[config.mk]
export PLATFORM = sky130hd
export DESIGN_NAME = mem_access_unit
export DESIGN_NICKNAME = d
export VERILOG_FILES = /design/src/rtl/mem_access_pkg.sv /design/src/rtl/mem_access_unit.sv
export SDC_FILE = /design/constraint.sdc
export NUM_CORES = 1
export LEC_CHECK = 0
export BUFFER_PORTS_ARGS = -buffer_cell sky130_fd_sc_hd__buf_2
export CORE_UTILIZATION = 39
export DETAILED_ROUTE_END_ITERATION = 7
export PLACE_DENSITY = 0.71
export SLEW_MARGIN = 40
export SYNTH_ARGS = -nofsm -noshare
export SYNTH_HDL_FRONTEND = slang
export SYNTH_SLANG_ARGS = --single-unit
[constraint.sdc]
create_clock -name clk -period 6.2 [get_ports clk]
set_input_delay 0.93 -clock clk [delete_from_list [all_inputs] [get_ports clk]]
set_output_delay 0.93 -clock clk [all_outputs]
set_load 0.005 [all_outputs]
[src/rtl/mem_access_pkg.sv]
// Shared types and widths for the unified-memory access unit.
package mem_access_pkg;

    localparam int ADDR_W = 32;
    localparam int DATA_W = 32;

    typedef enum logic [1:0] {
        IDLE  = 2'd0,
        FETCH = 2'd1,
        LOAD  = 2'd2,
        STORE = 2'd3
    } state_t;

    // Byte address to word index; the two top index bits are forced to zero.
    function automatic logic [ADDR_W-1:0] word_index(input logic [ADDR_W-1:0] addr);
        return {2'b00, addr[ADDR_W-1:2]};
    endfunction

endpackage

[src/rtl/mem_access_unit.sv]
// Single-port memory arbiter for instruction fetch and load/store traffic.
// Define MEM_ACCESS_ALIGN_CHECK_EN to also fault on misaligned addresses.
module mem_access_unit
    import mem_access_pkg::*;
#(
    parameter int MEM_WORDS = 40
) (
    input  logic              clk,
    input  logic              rst,
    input  logic              fetch_req,
    input  logic [ADDR_W-1:0] pc,
    input  logic              ls_req,
    input  logic              ls_write,
    input  logic [ADDR_W-1:0] ls_addr,
    input  logic [DATA_W-1:0] ls_wdata,
    output logic [ADDR_W-1:0] mem_address,
    output logic [DATA_W-1:0] mem_WD,
    output logic              mem_write,
    input  logic [DATA_W-1:0] mem_RD,
    output logic [DATA_W-1:0] instr,
    output logic              instr_valid,
    output logic [DATA_W-1:0] rdata,
    output logic              rdata_valid,
    output logic              busy,
    output logic              err
);

`ifdef MEM_ACCESS_ALIGN_CHECK_EN
    localparam bit ALIGN_CHECK = 1'b1;
`else
    localparam bit ALIGN_CHECK = 1'b0;
`endif

    state_t            state, state_next;
    logic              accept;
    logic              accept_store;
    logic [ADDR_W-1:0] sel_addr;
    logic              accept_fault;
    logic              fault_q;     // fault status of the access in flight

    always_comb begin
        state_next   = state;
        accept       = 1'b0;
        accept_store = 1'b0;
        sel_addr     = pc;
        case (state)
            IDLE: begin
                // Data accesses win; a colliding fetch stays pending at the requester.
                if (ls_req) begin
                    accept       = 1'b1;
                    accept_store = ls_write;
                    sel_addr     = ls_addr;
                    state_next   = ls_write ? STORE : LOAD;
                end else if (fetch_req) begin
                    accept     = 1'b1;
                    state_next = FETCH;
                end
            end
            FETCH, LOAD, STORE: state_next = IDLE;
            default:            state_next = IDLE;
        endcase
    end

    assign accept_fault = (word_index(sel_addr) >= ADDR_W'(MEM_WORDS))
                        || (ALIGN_CHECK && (sel_addr[1:0] != 2'b00));

    // Decoded from state so an asynchronous reset removes the strobe at once.
    assign mem_write = (state == STORE) && !fault_q;
    assign busy      = (state != IDLE);

    // NOTE: all state below uses non-blocking assignment so every register
    // samples pre-edge values regardless of statement order.
    always_ff @(posedge clk or posedge rst) begin
        if (rst) begin
            state       <= IDLE;
            fault_q     <= 1'b0;
            mem_address <= '0;
            mem_WD      <= '0;
            instr       <= '0;
            rdata       <= '0;
            instr_valid <= 1'b0;
            rdata_valid <= 1'b0;
            err         <= 1'b0;
        end else begin
            state       <= state_next;
            instr_valid <= 1'b0;
            rdata_valid <= 1'b0;
            err         <= 1'b0;

            if (accept) begin
                mem_address <= word_index(sel_addr);
                fault_q     <= accept_fault;
                if (accept_store) begin
                    mem_WD <= ls_wdata;
                end
            end

            case (state)
                FETCH: begin
                    instr       <= fault_q ? '0 : mem_RD;
                    instr_valid <= 1'b1;
                    err         <= fault_q;
                end
                LOAD: begin
                    rdata       <= fault_q ? '0 : mem_RD;
                    rdata_valid <= 1'b1;
                    err         <= fault_q;
                end
                STORE:   err <= fault_q;
                default: ;
            endcase
        end
    end

endmodule
# Yosys cells after proc, flatten, opt, wreduce, memory -nomap -nowiden
# Cells that the tools add are included.
# totals
wordCells,35
output_inout_bits,133
in_bits,133
latchBits,0
ff_bits,132
n_memories,0
ram_bits,0
rom_bits,0
# classes
eq_ne,4
mul,0
n_mux,15
add_sub_neg,0
bitwise,0
div_mod_pow,0
n_reduce_logical,6
shifts,0
n_lt_le_gt_ge,1
# op_table
cell,count
32-bit two-way mux,3
"30-bit by 6-bit >= comparator with 1-bit output, second input constant",1
1-bit two-way mux,9
"2-bit == test, second input constant",2
2-bit two-way mux,2
2-bit case mux with 2 select lines,1
"3-bit != test, second input constant",1
3-bit OR reduction,1
"2-bit by 1-bit == test with 1-bit output, second input constant",1
2-bit logical NOT,1
2-bit AND reduction,1
2-bit nonzero test,1
1-bit logical AND,1
1-bit logical NOT,1

# Depth between registers and ports, before layout
# Gate-level depths: netlist of run 1.
# depth
depth_word,4
depth_mapped,7
mapped_depth_nobuf,4

# Worst setup path after synthesis of run 1
# Ideal clock, no wire load.
# synth_path
path_kind,input to register
start,input port ls_req
end,register fault_q
required_time_ps,6058
cell_stages,6
arrival_time_ps,2007
n_path_buf,2
setup_ps,142
path_slack_ps,4051
cell_sequence,buf_6 nor3b_2 buf_6 or4b_1 a22oi_1 a32oi_1
# synth_between
elab_chain_len,3
elab_cells_between_ends,5
cone_classes,1 x order compare; 4 x mux
# synth_rtl
element,line_no,rtl
"start, declared",mem_access_unit.sv:12,"input logic ls_req,"
32-bit two-way mux,mem_access_unit.sv:49,if (ls_req) begin
32-bit two-way mux,mem_access_unit.sv:46,case (state)
30-bit by 6-bit >= comparator with 1-bit output,mem_access_unit.sv:64,assign accept_fault = (word_index(sel_addr) >= ADDR_W'(MEM_WORDS))
"end signal, assigned",mem_access_unit.sv:92,fault_q <= accept_fault;
"end, declared",mem_access_unit.sv:39,logic fault_q;
# Parallel ways exist; a longest one is shown, timed or not.
# A chain may end at the register's enable or synchronous reset.

# Worst setup path after layout of run 1
# layout_path
start,input port ls_req
end,register mem_WD[21]
# layout_between
elab_chain_len,3
elab_cells_between_ends,5
cone_classes,4 x mux; 1 x reduce/logical
# layout_rtl
element,line_no,rtl
1-bit two-way mux,mem_access_unit.sv:49,
1-bit two-way mux,mem_access_unit.sv:46,
2-bit AND reduction (no line) *,-,
"end signal, assigned",mem_access_unit.sv:94,mem_WD <= ls_wdata;
"end, declared",mem_access_unit.sv:17,"output logic [DATA_W-1:0] mem_WD,"
# Mark *: on every way between the ends. The rest lies on a longest branch, timed or not.

==> results of run 1 <==
routing by layer:
layer | routed length (um) | part of all wire, % | global-route usage [%] | up-vias
li1 | - | - | - | 2160
met1 | 6110 | 42 | 24.3 | 2191
met4 | 274 | 1.9 | 8.41 | 0
met5 | 0 | 0 | 0 | -
met3 | 772 | 5.3 | 5.05 | 25
met2 | 7310 | 51 | 35.2 | 179
power breakdown:
part | internal, mW | total (mW) | leakage [nW] | switching [mW]
clock | 0.648 | 1.00 | 0.289 | 0.356
combinational | 0.250 | 0.477 | 1.85 | 0.226
sequential | 0.994 | 1.07 | 1.71 | 0.0738
tightest hold or removal path, stage by stage (launching register included):
cell and delay, ps:
dfrtp_1 330, nand2_1 40, o21ai_0 50
state kept, by name, summed over array words and instances (netlist names):
name         flops
err              1
fault_q          1
instr           32
instr_valid      1
mem_WD          32
mem_address     30
rdata           32
rdata_valid      1
state            2
metrics by stage:
stage | util (%) | std cells | hold WS, ps | power [mW]
2_1_floorplan | - | 493 | 473 | 1.33
3_3_place_gp | 50.9 | 898 | 456 | 1.54
3_5_place_dp | 50.9 | 898 | 465 | 1.56
4_1_cts | 55.3 | 928 | 477 | 2.58
5_1_grt | 55.4 | 928 | 497 | 2.67
6_report | 55.4 | 928 | 469 | 2.55
area by class of cell:
type / count / area share (%)
clock buffer: 21 / 6.18
clock inverter: 9 / 1.75
inverter: 6 / 0.369
multi-input combinational: 321 / 26.6
sequential: 132 / 44.3
tap: 176 / 2.96
timing repair buffer: 263 / 17.9
logic make-up after synthesis:
| kind of cell | count (synthesis) | synth area share (%) |
|---|---|---|
| AOI/OAI and AO/OA | 102 | 9.51 |
| buffers and inverters | 40 | 3.92 |
| other | 1 | 0.0687 |
| muxes | 61 | 14.0 |
| and+or+nand+nor | 156 | 12.0 |
| DFF | 132 | 60.5 |
cell usage after synthesis (all sizes together):
master and count:
nor4 9, conb 1, and3b 1, nand4b 1
buf 11, nand4 1, nand3 2, clkbuf 23
or4b 1, dfrtp 132, a22oi 2, nor4b 1
clkinv 1, nor2 6, nor3 1, a21oi 2
and2 1, nand2b 2, a32oi 1, nor3b 1
nand2 128, mux2i 29, inv 5, mux2 32
and3 1, o21ai 97
worst paths after layout:
check	startpoint	slack [ps]	end	cells after the start
hold / removal	instr[26]	470	instr[26]	2
min in group asynchronous	rst	600	mem_WD[25]	2
hold reg to reg	instr[26]	470	instr[26]	2
setup reg to reg	state[0]	3880	mem_WD[21]	4
setup / recovery	ls_req	3600	mem_WD[21]	5
max in group asynchronous	rst	4570	mem_WD[23]	3
==> summary.md, run 1 <==
| Metric | Value |
|---|---|
| Status | `finished clean` |
| Footprint of the multi-input gates | `0.00198 mm2` |
| Gr usage total | `20.4%` |
| Fin area | `0.00745 mm2` |
| Mean post-synth cell area | `11.1 um2` |
| Clk pin slew, worst setup/hold paths | `50 ps` |
| Synth top area share | `60.5%` |
| Core area | `0.0135 mm2` |
| Worst path slowest cell | `and2_4` |
| Most frequent cells in the layout | `buf_2, dfrtp_1, nand2_1, o21ai_0, mux2_4` |
| Most common cell after layout, fill and taps aside | `buf_2` |
| Clk_skew | `7.09 ps` |
| PD cells | `342 mW/mm2` |
| Remaining DRCs | `0` |
| Cell leakage power | `3.85 nW` |
| Total clock sinks | `132` |
| Slew Viols, Final | `0` |
| Nets | `874` |
| Largest net degree at the start of global routing | `71` |
| Worst setup SP type | `primary input` |
| Final period util | `41.9%` |
| Worst min path class | `register to register` |
| Antenna diode count | `0` |
| Die width | `120 um` |
| Vias in the first global route | `4609` |
| # setup viols final | `0` |
| Initial antenna violation count | `0` |
| H-tree Lvls | `4` |
| CP Cell Sequence | `buf_2 > nor3b_4 > buf_4 > and2_4 > mux2_2` |
| Synthesis-to-finish area growth | `36.5%` |
| Placed cell area | `0.00685 mm2` |
| # hold bufs at CTS | `0` |
| Register area | `0.00330 mm2` |
| Unrepaired setup endpoints after global routing | `false` |
| # Post-CTS Setup Buffers | `0` |
| Worst path top cell family by delay | `simple AND/OR/NAND/NOR gates` |
| Largest stage delay, worst path | `620 ps` |
| Total of max-cap violations | `0` |
| Input/output buffers | `259` |
| Post-CTS Resized | `0` |
| Max Fanout on Critical Path | `35` |
| Peak supply drop | `0.156 mV` |
| Worst-margin pin slew | `626 ps` |
| Placement Setup Slack | `3190 ps` |
| Post-DR wirelength/cell | `15.6 um` |
| Drt total wl | `14500 um` |
| TritonCTS Buffers | `17` |
| Final min period | `2600 ps` |
| Post-synthesis cell area | `0.00546 mm2` |
| Post-route ant nets | `0` |
| Cell row count | `42` |
| Sequential area share after synthesis | `60.5%` |
| Crit path arrival time | `2880 ps` |
| Layout cells sized above 1 | `43.8%` |
| WP data required | `6480 ps` |
| DRT iter0 DRCs | `265` |
| Layout fillers | `1217` |
| Synth warn | `0` |
| TritonCTS clock tree | `done` |
| FF+latch count, synth | `132` |
| Ports | `266` |
| Worst-case headroom to the max-slew limit | `58.2%` |
| Die area | `0.0145 mm2` |
| Pre-Repair DR Iteration Count | `5` |
| DR vias | `4555` |
| Final Wtd Congestion | `0.915` |
| Vias per inst | `4.91` |
| Synth top area cells | `dfrtp_1, o21ai_0, nand2_1` |
| Post-synth top area cell | `dfrtp_1` |
| Critical path class | `primary input to register` |
| Clk_lat worst skew | `400 ps` |
| Distinct cells, synth | `29` |
| Clk Tree Root Cell | `clkbuf_16` |
| Element type at the critical path end | `register` |
| Final hold violation count | `0` |
| Die height | `120 um` |
| Post-synthesis cell count | `492` |
| First-pass GRT wire length | `23100 um` |
| Final worst slack | `3600 ps` |
| Buffers plus inverters on the worst setup path | `2` |
| GRT overflow | `0` |
| Post-route setup TNS | `0 ps` |
| Bufs on Longest Clock Path | `2` |
| F_max | `0.385 GHz` |
| Starting Density | `40.6%` |
| Post-DP HPWL | `10400 um` |
No activity file was read; power rests on OpenSTA's default activity.
==> run 2: changes to the inputs <==
Clock period 6.2 ns to 2.57 ns, I/O delays scaled along.
==> run 2 against run 1 <==
Compared with the run above: sequential power is 140% higher; design area is 1.1% higher; largest power group unchanged; largest cell class unchanged; critical endpoint is now busy; sequential share of layout area is 0.46 points lower.
==> summary.md, run 2 (synthesized netlist as in run 1, its figures left out) <==
| Metric | Value |
|---|---|
| Status | `finished clean` |
| Final hold violation count | `0 (unchanged)` |
| Post-route setup TNS | `0 ps (unchanged)` |
| Worst setup SP type | `register` |
| Peak supply drop | `0.427 mV (+170%)` |
| Final cell count without fillers | `934 (+0.65%)` |
| Max Fanout on Critical Path | `5 (-86%)` |
| Initial antenna violation count | `0 (unchanged)` |
| Origin of the critical flop-to-flop path | `state[1]` |
| Crit path arrival time | `1480 ps (-1400 ps)` |
| Post-DR wirelength/cell | `15.4 um (-0.99%)` |
| Gr usage total | `20.3% (-0.082 points)` |
| # hold bufs at CTS | `0 (unchanged)` |
| Final min period | `1870 ps` |
| Input/output buffers | `259 (unchanged)` |
| Worst path slowest cell | `dfrtp_1` |
| Vias per inst | `4.82 (-1.7%)` |
| CP Cell Sequence | `nor2_1 > inv_1 > buf_2` |
| Worst-margin pin slew | `707 ps (+80.7 ps)` |
| Starting Density | `40.6% (unchanged)` |
| GRT overflow | `0 (unchanged)` |
| Final period util | `72.6%` |
| First-pass GRT wire length | `22600 um (-1.9%)` |
| Clk_lat worst skew | `420 ps (+20 ps)` |
| Synthesis-to-finish area growth | `38.0%` |
| WP data required | `2180 ps (-4300 ps)` |
| Remaining DRCs | `0 (unchanged)` |
| Drt total wl | `14400 um (-0.35%)` |
| Most frequent cells in the layout | `buf_2, dfrtp_1, nand2_1, o21ai_0, mux2_4` |
| Layout fillers | `1240 (+1.9%)` |
| DR vias | `4506 (-1.1%)` |
| Total clock sinks | `132 (unchanged)` |
| Clk pin slew, worst setup/hold paths | `60 ps (about the same)` |
| DP Cell Count | `902 (+0.45%)` |
| Core area | `0.0135 mm2 (unchanged)` |
| Final core occ | `56.0% (+0.59 points)` |
| TritonCTS Buffers | `17 (unchanged)` |
| Die width | `120 um (unchanged)` |
| Worst min path class | `primary input to async pin` |
| Cell row count | `42 (unchanged)` |
| H-tree Lvls | `4 (unchanged)` |
| TritonCTS clock tree | `done` |
| Post-CTS Resized | `0 (unchanged)` |
| Largest stage delay, worst path | `470 ps (-150 ps)` |
| Antenna diode count | `0 (unchanged)` |
| Total of max-cap violations | `0 (unchanged)` |
| Largest net degree at the start of global routing | `133 (+87%)` |
| Buffers plus inverters on the worst setup path | `2 (unchanged)` |
| Worst setup startpoint | `state[1]` |
| Worst-case headroom to the max-slew limit | `52.9% (-5.4 points)` |
| Layout cells sized above 1 | `44.1% (+0.31 points)` |
| Clk_skew | `6.56 ps (-0.533 ps)` |
| PD cells | `828 mW/mm2 (+140%)` |
| Worst path top cell family by delay | `flip-flops` |
| Largest regs | `instr x32, mem_WD x32, rdata x32` |
| Post-route ant nets | `0 (unchanged)` |
| Bufs on Longest Clock Path | `2 (unchanged)` |
| Unrepaired setup endpoints after global routing | `false` |
| Die area | `0.0145 mm2 (unchanged)` |
| Final Wtd Congestion | `0.918 (+0.37%)` |
| Critical path class | `register to output pin` |
| Vias in the first global route | `4557 (-1.1%)` |
| F_max | `0.536 GHz` |
| Cell leakage power | `3.89 nW (+0.91%)` |
| Slew Viols, Final | `0 (unchanged)` |
| Clk Tree Root Cell | `clkbuf_16` |
| Post-DP HPWL | `10400 um (-0.31%)` |
| DRT iter0 DRCs | `288 (+8.7%)` |
| # Post-CTS Setup Buffers | `0 (unchanged)` |
| # setup viols final | `0 (unchanged)` |
| Element type at the critical path end | `output pin` |
| Ports | `266 (unchanged)` |
| Most common cell after layout, fill and taps aside | `buf_2` |
| Nets | `878 (+0.46%)` |
| Die height | `120 um (unchanged)` |
| Pre-Repair DR Iteration Count | `5 (unchanged)` |
run 2: changes by cell type in the layout (fill, tap and decap cells not counted), sizes merged:
cell	change
clkbuf	+3
clkinv	-2
clkinvlp	+1
buf	+4
run 2: metal layers:
metal	global-route usage (%)	routed length [um]	up-vias
met2	34.5	7290	161
met5	0	0	-
met3	5.66	873	21
li1	-	-	2165
met1	24.1	5980	2159
met4	8.72	274	0
run 2: cell type report:
class / count / area (um2) / area share [%]
clock inverter: 8 / 121 / 1.61
clock buffer: 24 / 492 / 6.53
multi-input combinational: 321 / 1970 / 26.2
sequential: 132 / 3300 / 43.9
timing repair buffer: 267 / 1390 / 18.5
tap: 176 / 220 / 2.92
inverter: 6 / 26.3 / 0.349
run 2: where the power goes:
group          total (mW)  internal, mW  leakage, nW  switching, mW
sequential           2.58          2.40         1.71          0.180
clock                2.48          1.63        0.301          0.857
combinational        1.18         0.621         1.88          0.554
total                6.24          4.65         3.89           1.59
run 2: through the flow:
stage	area [um2]	setup WS (ps)	hold WS [ps]	power, mW
after floorplan	5470	547	473	3.22
final	7530	705	147	6.24
after CTS	7530	654	177	6.32
after global routing	7530	575	177	6.54
after global placement	6910	703	457	3.74
after detailed placement	6920	687	466	3.80
run 2: worst paths after layout:
check | endpoint | slack (ps) | cells after the start
hold / removal | mem_WD[6] | 150 | 3
setup reg to reg | mem_WD[21] | 840 | 4
min in group clk | mem_WD[15] | 200 | 2
setup / recovery | busy | 700 | 3
hold reg to reg | instr[13] | 470 | 2
max in group asynchronous | mem_WD[23] | 1880 | 3
run 2: worst min-delay path: stages:
cell	delay [ps]
buf_2	110
clkinvlp_4	70
buf_12	480
==> run 3: changes to the inputs <==
Settings changed: PLACE_DENSITY 0.71 to 0.73.
Clock period 2.57 ns to 1.7 ns, I/O delays scaled along.
==> run 3 against run 2 <==
Compared with the run above: sequential power is 51% higher; first-iteration DRC count is 33% lower; non-clock buffer count is 9 higher; die area stayed put; critical path type unchanged; global-route usage is 0.15 points higher; worst setup slack worse by 640 ps; clock-buffer cell count is 4 lower; critical path depth is 1 higher; largest cell class unchanged; design area is 1.6% higher; clock skew is 0.71 ps higher; combinational power is 55% higher.
==> summary.md, run 3 (synthesized netlist as in run 1, its figures left out) <==
| Metric | Value |
|---|---|
| Peak supply drop | `0.694 mV (+63%)` |
| TritonCTS Buffers | `17 (unchanged)` |
| Placement Setup Slack | `29.5 ps (-657 ps)` |
| Final hold violation count | `0 (unchanged)` |
| # setup viols final | `0 (unchanged)` |
| Post-DR wirelength/cell | `14.9 um (-3.4%)` |
| Sw Pwr | `2.47 mW (+55%)` |
| Synthesis-to-finish area growth | `40.2%` |
| Total of max-cap violations | `0 (unchanged)` |
| Most frequent cells in the layout | `buf_2, dfrtp_1, nand2_1, o21ai_0, mux2_4` |
| Cell row count | `42 (unchanged)` |
| Largest stage delay, worst path | `400 ps (-70 ps)` |
| Hold Crit Depth | `2` |
| Placed cell area | `0.00700 mm2 (+1.2%)` |
| GRT overflow | `0 (unchanged)` |
| Die width | `120 um (unchanged)` |
| Total clock sinks | `132 (unchanged)` |
| Final core occ | `56.9% (+0.90 points)` |
| Vias in the first global route | `4512 (-0.99%)` |
| Core area | `0.0135 mm2 (unchanged)` |
| Largest regs | `instr x32, mem_WD x32, rdata x32` |
| TritonCTS clock tree | `done` |
| Largest net degree at the start of global routing | `86 (-35%)` |
| Most common cell after layout, fill and taps aside | `buf_2` |
| Post-DP HPWL | `10300 um (-1.1%)` |
| Bufs on Longest Clock Path | `2 (unchanged)` |
| Unrepaired setup endpoints after global routing | `true` |
| Max Fanout on Critical Path | `4 (-1)` |
| Status | `finished clean` |
| Nets | `887 (+1.0%)` |
| Ports | `266 (unchanged)` |
| Fin area | `0.00765 mm2 (+1.6%)` |
| Worst path slowest cell | `dfrtp_1` |
| Die height | `120 um (unchanged)` |
| R2R Setup Slk | `70 ps (-770 ps)` |
| Layout cells sized above 1 | `45.5% (+1.4 points)` |
| Worst min path class | `primary input to register` |
| First-pass GRT wire length | `22700 um (+0.30%)` |
| Clock Power Share | `39.6% (-0.2 points)` |
| Input/output buffers | `259 (unchanged)` |
| Drt total wl | `14100 um (-2.4%)` |
| Net Sw Frac | `26.1% (+0.60 points)` |
| Layout fillers | `1211 (-2.3%)` |
| Final period util | `96.3%` |
| Initial antenna violation count | `0 (unchanged)` |
| Crit path arrival time | `1380 ps (-100 ps)` |
| F_max | `0.611 GHz` |
| Clk_lat worst skew | `420 ps (about the same)` |
| Remaining DRCs | `0 (unchanged)` |
| Clk_skew | `7.27 ps (+0.713 ps)` |
| Gr usage total | `20.5% (+0.15 points)` |
| Reg2Reg Depth | `4 (unchanged)` |
| Starting Density | `40.6% (unchanged)` |
| Die area | `0.0145 mm2 (unchanged)` |
| Pre-Repair DR Iteration Count | `7 (+2)` |
| Final worst slack | `62.7 ps (-642 ps)` |
| Combinational share of power | `19.3% (+0.5 points)` |
| Reg-to-Reg End | `mem_WD[21]` |
| PD cells | `1240 mW/mm2 (+49%)` |
| Element type at the critical path end | `output pin` |
| Critical path class | `register to output pin` |
| Worst-case headroom to the max-slew limit | `61.4% (+8.5 points)` |
| Origin of the critical flop-to-flop path | `state[1]` |
| WHS Endpoint | `mem_WD[1]` |
| Hold_sp | `ls_wdata[1]` |
| Post-route setup TNS | `0 ps (unchanged)` |
| Post-route ant nets | `0 (unchanged)` |
| Slew Viols, Final | `0 (unchanged)` |
| Worst setup SP type | `register` |
| Worst-margin pin slew | `579 ps (-128 ps)` |
| WP data required | `1440 ps (-740 ps)` |
| Clk pin slew, worst setup/hold paths | `60 ps (about the same)` |
| Cell leakage power | `3.94 nW (+1.3%)` |
| Final min period | `1640 ps` |
| DR vias | `4502 (-0.089%)` |
| H-tree Lvls | `4 (unchanged)` |
| Reg power frac | `41.1% (-0.2 points)` |
| Clk Tree Root Cell | `clkbuf_16` |
| DRT iter0 DRCs | `193 (-33%)` |
| Antenna diode count | `0 (unchanged)` |
| CP Cell Sequence | `buf_4 > nor2_4 > inv_2 > buf_2` |
| Vias per inst | `4.77 (-1.0%)` |
| Final Wtd Congestion | `0.887 (-3.4%)` |
| Int Power | `6.99 mW (+50%)` |
## run 3: changes by cell type in the layout (fill, tap and decap cells not counted), sizes merged
| cell | before | now |
|---|---|---|
| buf | 267 | 275 |
| clkbuf | 24 | 20 |
| clkinv | 4 | 6 |
| clkinvlp | 2 | 4 |
| dlygate4sd3 | 0 | 1 |
## run 3: power by group through the flow
stage / combinational [mW] / clock (mW) / sequential (mW)
2_1_floorplan: 0.900 / 0 / 3.96
6_report: 1.83 / 3.74 / 3.89
5_1_grt: 2.03 / 3.96 / 3.95
4_1_cts: 1.85 / 3.82 / 3.89
3_5_place_dp: 1.84 / 0 / 3.93
3_3_place_gp: 1.80 / 0 / 3.93
## run 3: worst max path at each step
stage / end / start
after floorplan: err / rst
after global placement: mem_address[23] / state[0]
after detailed placement: mem_address[8] / state[1]
after CTS: mem_address[8] / state[1]
after global routing: mem_WD[21] / state[1]
final: busy / state[0]
## run 3: through the flow
step                total power, mW  hold WS (ps)  instances
floorplan                      4.86           384        493
global placement               5.73           436        909
detailed placement             5.76           426        909
CTS                            9.56          46.4        942
global route                   9.95          48.2        943
finish                         9.46          65.1        943
## run 3: critical path: cells and delay by family, from the launching register on
kind	cells	cell delay, ps
buffers and inverters	3	380
AND/OR/NAND/NOR	1	180
flip-flops	1	400
## run 3: cell type report
class / count / area, um2 / area share, %
repair buffers: 276 / 1510 / 19.7
well taps: 176 / 220 / 2.88
multi-input cells: 321 / 1980 / 25.9
inverters: 6 / 27.5 / 0.360
flip-flops and latches: 132 / 3300 / 43.2
clock inverters: 12 / 154 / 2.01
clock buffers: 20 / 457 / 5.97
## run 3: per-layer routing
layer	share of wire (%)	vias to the layer above	track usage (%)
met2	48	175	33.0
met4	3.1	0	10.4
met3	6.6	37	5.66
li1	-	2186	-
met5	0	-	0
met1	42	2104	25.1
## run 3: what timing repair did
action,4_1_cts,5_1_grt
resized for setup,4,4
pin swaps,1,1
setup buffers,0,1
endpoints found under the hold margin,68,0
setup endpoints to repair,2,37
hold buffers,1,0
